==> config.mk <==
export PLATFORM = sky130hd
export DESIGN_NAME = multicycle_controller
export DESIGN_NICKNAME = d
export VERILOG_FILES = /design/src/rtl/riscv_pkg.sv /design/src/rtl/multicycle_controller_alu_decoder.sv /design/src/rtl/multicycle_controller.sv
export SDC_FILE = /design/constraint.sdc
export NUM_CORES = 1
export LEC_CHECK = 0
export CAP_MARGIN = 25
export CORE_AREA = 2 2 64 54
export CTS_CLUSTER_DIAMETER = 30
export DETAILED_ROUTE_END_ITERATION = 7
export DIE_AREA = 0 0 66 56
export PLACE_DENSITY = 0.63
export SLEW_MARGIN = 20
export SYNTH_ARGS = -nofsm -noshare
export SYNTH_HDL_FRONTEND = slang
export SYNTH_HIERARCHICAL = 1
export SYNTH_SLANG_ARGS = --single-unit
==> constraint.sdc <==
create_clock -name clk -period 1.8 [get_ports clk]
set_input_delay 0.18 -clock clk [delete_from_list [all_inputs] [get_ports clk]]
set_output_delay 0.18 -clock clk [all_outputs]
set_load 0.01 [all_outputs]
==> src/rtl/riscv_pkg.sv <==
// Shared encodings for the multi-cycle RV32I control path: opcodes, FSM states,
// immediate formats, ALU operations and datapath mux selects.
package riscv_pkg;

  localparam logic [6:0] OP_LOAD  = 7'b0000011;
  localparam logic [6:0] OP_STORE = 7'b0100011;
  localparam logic [6:0] OP_R     = 7'b0110011;
  localparam logic [6:0] OP_I     = 7'b0010011;
  localparam logic [6:0] OP_BR    = 7'b1100011;
  localparam logic [6:0] OP_JAL   = 7'b1101111;
  localparam logic [6:0] OP_JALR  = 7'b1100111;
  localparam logic [6:0] OP_LUI   = 7'b0110111;

  typedef enum logic [3:0] {
    S_FETCH, S_DECODE, S_MEMADR, S_MEMREAD, S_MEMWB, S_MEMWRITE,
    S_EXECR, S_EXECI, S_ALUWB, S_BRANCH, S_JALRADR, S_JAL, S_LUI
  } state_t;

  localparam logic [2:0] IMM_I = 3'b000;
  localparam logic [2:0] IMM_S = 3'b001;
  localparam logic [2:0] IMM_B = 3'b010;
  localparam logic [2:0] IMM_J = 3'b011;
  localparam logic [2:0] IMM_U = 3'b100;

  localparam logic [2:0] ALU_ADD = 3'b000;
  localparam logic [2:0] ALU_SUB = 3'b001;
  localparam logic [2:0] ALU_AND = 3'b010;
  localparam logic [2:0] ALU_OR  = 3'b011;
  localparam logic [2:0] ALU_XOR = 3'b100;
  localparam logic [2:0] ALU_SLT = 3'b101;

  localparam logic [1:0] ALUOP_ADD  = 2'b00;
  localparam logic [1:0] ALUOP_SUB  = 2'b01;
  localparam logic [1:0] ALUOP_FUNC = 2'b10;

  localparam logic [1:0] SRCA_PC    = 2'b00;
  localparam logic [1:0] SRCA_OLDPC = 2'b01;
  localparam logic [1:0] SRCA_RS1   = 2'b10;
  localparam logic [1:0] SRCA_ZERO  = 2'b11;

  localparam logic [1:0] SRCB_RS2  = 2'b00;
  localparam logic [1:0] SRCB_IMM  = 2'b01;
  localparam logic [1:0] SRCB_FOUR = 2'b10;

  localparam logic [1:0] RES_ALUOUT = 2'b00;
  localparam logic [1:0] RES_MEM    = 2'b01;
  localparam logic [1:0] RES_ALU    = 2'b10;

  function automatic logic [2:0] imm_sel(input logic [6:0] op);
    case (op)
      OP_STORE: return IMM_S;
      OP_BR:    return IMM_B;
      OP_JAL:   return IMM_J;
      OP_LUI:   return IMM_U;
      default:  return IMM_I;
    endcase
  endfunction

endpackage

==> src/rtl/multicycle_controller_alu_decoder.sv <==
// ALU operation decoder: maps the controller's alu_op class plus funct fields
// to a concrete ALU control code.
module alu_decoder
  import riscv_pkg::*;
(
  input  logic [1:0] alu_op,
  input  logic [2:0] funct3,
  input  logic       funct7b5,
  input  logic       op5,
  output logic [2:0] alu_control
);

  always_comb begin
    alu_control = ALU_ADD;
    case (alu_op)
      ALUOP_SUB: alu_control = ALU_SUB;
      ALUOP_FUNC: begin
        case (funct3)
          3'b000:  alu_control = (funct7b5 && op5) ? ALU_SUB : ALU_ADD;
          3'b010:  alu_control = ALU_SLT;
          3'b100:  alu_control = ALU_XOR;
          3'b110:  alu_control = ALU_OR;
          3'b111:  alu_control = ALU_AND;
          default: alu_control = ALU_ADD;
        endcase
      end
      default: alu_control = ALU_ADD;
    endcase
  end

endmodule

==> src/rtl/multicycle_controller.sv <==
// Main control FSM of the multi-cycle RV32I core: sequences fetch, decode,
// execute, memory and writeback through the shared ALU and memory port.
module multicycle_controller
  import riscv_pkg::*;
(
  input  logic       clk,
  input  logic       rst,
  input  logic [6:0] op,
  input  logic [2:0] funct3,
  input  logic       funct7b5,
  input  logic       zero,
  input  logic       neg,
  input  logic       mem_ready,
  output logic       mem_req,
  output logic       mem_write,
  output logic       adr_src,
  output logic       ir_write,
  output logic       pc_write,
  output logic       reg_write,
  output logic [2:0] imm_src,
  output logic [1:0] alu_src_a,
  output logic [1:0] alu_src_b,
  output logic [2:0] alu_control,
  output logic [1:0] result_src,
  output logic       illegal_instr
);

  state_t     state, state_next;
  logic [1:0] alu_op;
  logic [2:0] alu_ctl;
  logic       taken;

  always_ff @(posedge clk) begin
    if (rst) state <= S_FETCH;
    else     state <= state_next;
  end

  alu_decoder u_alu_decoder (
    .alu_op      (alu_op),
    .funct3      (funct3),
    .funct7b5    (funct7b5),
    .op5         (op[5]),
    .alu_control (alu_ctl)
  );

  always_comb begin
    case (funct3)
      3'b000:  taken = zero;
      3'b001:  taken = !zero;
      3'b100:  taken = neg;
      3'b101:  taken = !neg;
      default: taken = 1'b0;
    endcase
  end

  always_comb begin
    state_next    = state;
    mem_req       = 1'b0;
    mem_write     = 1'b0;
    adr_src       = 1'b0;
    ir_write      = 1'b0;
    pc_write      = 1'b0;
    reg_write     = 1'b0;
    alu_src_a     = SRCA_PC;
    alu_src_b     = SRCB_RS2;
    alu_op        = ALUOP_ADD;
    result_src    = RES_ALUOUT;
    illegal_instr = 1'b0;
    case (state)
      S_FETCH: begin
        mem_req    = 1'b1;
        alu_src_b  = SRCB_FOUR;
        result_src = RES_ALU;
        if (mem_ready) begin
          ir_write   = 1'b1;
          pc_write   = 1'b1;
          state_next = S_DECODE;
        end
      end
      S_DECODE: begin
        alu_src_a = SRCA_OLDPC;
        alu_src_b = SRCB_IMM;
        case (op)
          OP_LOAD, OP_STORE: state_next = S_MEMADR;
          OP_R:              state_next = S_EXECR;
          OP_I:              state_next = S_EXECI;
          OP_BR:             state_next = S_BRANCH;
          OP_JAL:            state_next = S_JAL;
          OP_JALR:           state_next = S_JALRADR;
          OP_LUI:            state_next = S_LUI;
          default: begin
            illegal_instr = 1'b1;
            state_next    = S_FETCH;
          end
        endcase
      end
      S_MEMADR: begin
        alu_src_a  = SRCA_RS1;
        alu_src_b  = SRCB_IMM;
        state_next = op[5] ? S_MEMWRITE : S_MEMREAD;
      end
      S_MEMREAD: begin
        mem_req = 1'b1;
        adr_src = 1'b1;
        if (mem_ready) state_next = S_MEMWB;
      end
      S_MEMWB: begin
        result_src = RES_MEM;
        reg_write  = 1'b1;
        state_next = S_FETCH;
      end
      S_MEMWRITE: begin
        mem_req   = 1'b1;
        mem_write = 1'b1;
        adr_src   = 1'b1;
        if (mem_ready) state_next = S_FETCH;
      end
      S_EXECR: begin
        alu_src_a  = SRCA_RS1;
        alu_op     = ALUOP_FUNC;
        state_next = S_ALUWB;
      end
      S_EXECI: begin
        alu_src_a  = SRCA_RS1;
        alu_src_b  = SRCB_IMM;
        alu_op     = ALUOP_FUNC;
        state_next = S_ALUWB;
      end
      S_ALUWB: begin
        reg_write  = 1'b1;
        state_next = S_FETCH;
      end
      S_BRANCH: begin
        alu_src_a  = SRCA_RS1;
        alu_op     = ALUOP_SUB;
        pc_write   = taken;
        state_next = S_FETCH;
      end
      S_JALRADR: begin
        alu_src_a  = SRCA_RS1;
        alu_src_b  = SRCB_IMM;
        state_next = S_JAL;
      end
      S_JAL: begin
        pc_write   = 1'b1;
        alu_src_a  = SRCA_OLDPC;
        alu_src_b  = SRCB_FOUR;
        state_next = S_ALUWB;
      end
      S_LUI: begin
        alu_src_a  = SRCA_ZERO;
        alu_src_b  = SRCB_IMM;
        state_next = S_ALUWB;
      end
      default: state_next = S_FETCH;
    endcase
    // Reset overrides everything so an in-flight memory access is dropped immediately.
    if (rst) begin
      mem_req       = 1'b0;
      mem_write     = 1'b0;
      adr_src       = 1'b0;
      ir_write      = 1'b0;
      pc_write      = 1'b0;
      reg_write     = 1'b0;
      alu_src_a     = '0;
      alu_src_b     = '0;
      result_src    = '0;
      illegal_instr = 1'b0;
    end
  end

  assign imm_src     = rst ? '0 : imm_sel(op);
  assign alu_control = rst ? '0 : alu_ctl;

endmodule

==> impl_results.md <==
* Sinks on Clock Net at 4
* Core Box Area at roughly 3000 um2
* CP Cell Sequence: nor2_2 > and3_4 > buf_6 > ha_4 > inv_2 > a221oi_2 > nor2b_1 > buf_2
* Max stage delay cell, worst path: dfxtp_2
* RSZ-0062 raised after global routing: true
* Net count after synthesis at 149
* Number of global-route vias before repair at 1,249
* Initial antenna violation count at 0
* Largest register by flop count: state
* Root Buffer: clkbuf_8
* Setup violators final at 3
* Drt drc at 0
* Worst-margin pin slew at 298 ps
* Failing checks: negative setup slack
* Synth cell types at 47
* Static Leak at 0.749 nW
* Die H at 56 um
* Synthesized cell area at between 800 and 900 um2
* #FFs+latches synth at 4
* DRT Pass-1 Iters at 4
* Layout net count at 223
* Via density at 5.08
* Gate Count Post-Synth at 131
* Slew HR at 80.0%
* Critical path class: register to output port
* CP Launch Point: state[1]
* CP Launch Type: register
* Post-synth EDFFs at 0
* Register area at 87.6 um2
* Initial Utilization at 29.4%
* Number of routed nets with antenna violations at 0
* CTS Buf Count at 3
* CP peak stage delay at 330 ps
* Max cap viols at 0
* Syn-to-layout area delta at 96.8%
* Final worst slack at -64.9 ps
* Sequential cell area fraction in the yosys report at 9.01%
* Crit share post-route at 104%
* Top flop regs: state (4)
* Status: complete, but fails checks
* Gpl congestion at between 0.8 and 0.9
* Required @ worst endpoint at approximately 1600 ps
* Post-synth top flop: dfxtp_1
* Clock-pin slew on the worst setup and hold paths at 30 ps
* Layout cell share with drive strength beyond 1 at 47.3%
* Placed inst area at approximately 1500 um2
* First-pass GRT wire length at about 5.5 mm
* Fmax at 0.536 GHz
* Reg-to-Reg Start: state[1]
* Wire length per cell at 14.0 um
* Worst clock skew at 3.17 ps
* Hold WS at 749 ps
* Crit. End Element: output port
* Max H-tree Level at 1
* Power density over the cells at 310 nW/um2
* Synthesized area per cell at 6.78 um2
* Hold Buf Count CTS at 0
* Worst-Skew Late Latency at 220 ps
* Dpl ws at -352 ps
* Multi-input logic area at 862 um2
* Tmin final at 1860 ps
* Fillers at 278
* Rows at 18
* Clock buffer depth at 2
* Finished Core Util at 57.9%
* N_diodes at 0
* Largest net degree at the start of global routing at 18
* Gr usage total at a little under a fifth
* Hold Crit Start: op[3]
* CTS tree: built
* Max IR drop VDD at 0.000221 V
* Final Instance Area at 1750 um2
* Die area at 3700 um2
* Fin. Hold Viols at 0
* Via count at ~1,200
* Most frequent cells after synthesis: nor2_1, inv_1, nand2_1, nor2b_1
* Dpl hpwl at ~2.3 mm
* Async SR Flop Fraction at 0%
* Synth Warn # at 6
* Final WL at between 3 and 4 mm
* Crit path max fanout at 3
* Worst EP arrival at around 1700 ps
* Synth area leaders: dfxtp_1, nor2b_1, nor2_1, nand3b_1, nand2b_1
* Die Wd at 66 um
* HP Class: input pin to register
* Top-Level Pins at 35
* Max-slew violations at 0
* Total gr overflow at 0
* Post-synth top area cell: dfxtp_1
* Top cell type's share of synthesized area at 9.01%
* 1st-iter DRT viols at 63
* Count leader, synth: nor2_1
* Buffers on Ports at 34
* Max reg flops at 4
[worst max-delay path: cells and delay by family, from the launching register on]
family	cells	cell delay, ps
and+or+nand+nor	3	500
DFF	1	330
buffers and inverters	3	270
AOI/OAI and AO/OA	1	240
adders and majority gates	1	130
[cell families (layout without fill, tap and decap cells)]
| group | count (synthesis) | in the layout | share of synthesized area, % |
|---|---|---|---|
| flip-flops | 4 | 4 | 9.01 |
| XOR/XNOR | 4 | 4 | 3.94 |
| multiplexers | 3 | 3 | 3.38 |
| adder cells (fa/ha/maj) | 2 | 2 | 2.82 |
| buffers and inverters | 20 | 92 | 10.8 |
| AO/OA/AOI/OAI | 31 | 31 | 24.2 |
| AND/OR/NAND/NOR | 67 | 67 | 45.8 |
[cell type report]
class | count | area share, %
Tap cell | 40 | 2.86
Inverter | 8 | 1.86
Multi-Input combinational cell | 107 | 49.3
Timing Repair Buffer | 81 | 38.6
Sequential cell | 4 | 5.01
Clock buffer | 3 | 2.36
[stage by stage]
stage,cells,setup TNS [ps],power (mW)
final,243,-113,0.542
after global routing,243,-379,0.565
after CTS,239,-440,0.521
after detailed placement,230,-2840,0.316
after global placement,230,-2380,0.311
after floorplan,131,0,0.190
[final timing paths]
kind,end,slack [ps],depth (start not counted)
worst max-delay path,alu_control[0],-60,8
worst min-delay path,state[2],750,5
worst max register to register,state[2],180,7
worst min register to register,state[2],790,4
[cell usage in the layout, fill, tap and decap left out, types with 6 or more instances in the layout]
cell type        count
dlygate4sd2_1        6
nor2_1               9
buf_4               41
nand2_1              8
clkdlybuf4s50_1     13
buf_6                6
nor2b_1              7
buf_2                7
[what timing repair did]
| item | CTS | global route |
|---|---|---|
| gates cloned | 0 | 0 |
| pin swaps | 8 | 11 |
| gates resized for setup | 68 | 36 |
| endpoints found under the setup margin | 19 | 17 |
| setup buffers | 6 | 4 |
[report_power, final]
part | switching [mW] | total (mW) | leakage, nW | internal [mW]
Clock | 0.0523 | 0.195 | 0.0216 | 0.143
Combinational | 0.112 | 0.255 | 0.693 | 0.143
Sequential | 0.00215 | 0.0926 | 0.0346 | 0.0904
[routing by layer]
layer  share of wire (%)  wire length, um  vias to the layer above  GRT usage (%)
li1                    -                -                      623              -
met1                  43             1470                      579           20.8
met2                  51             1740                       27           32.9
met3                 4.3              148                        6           5.06
met4                 1.6               55                        0           8.75
met5                   0                0                        -              0
(Power assumes the default switching activity.)
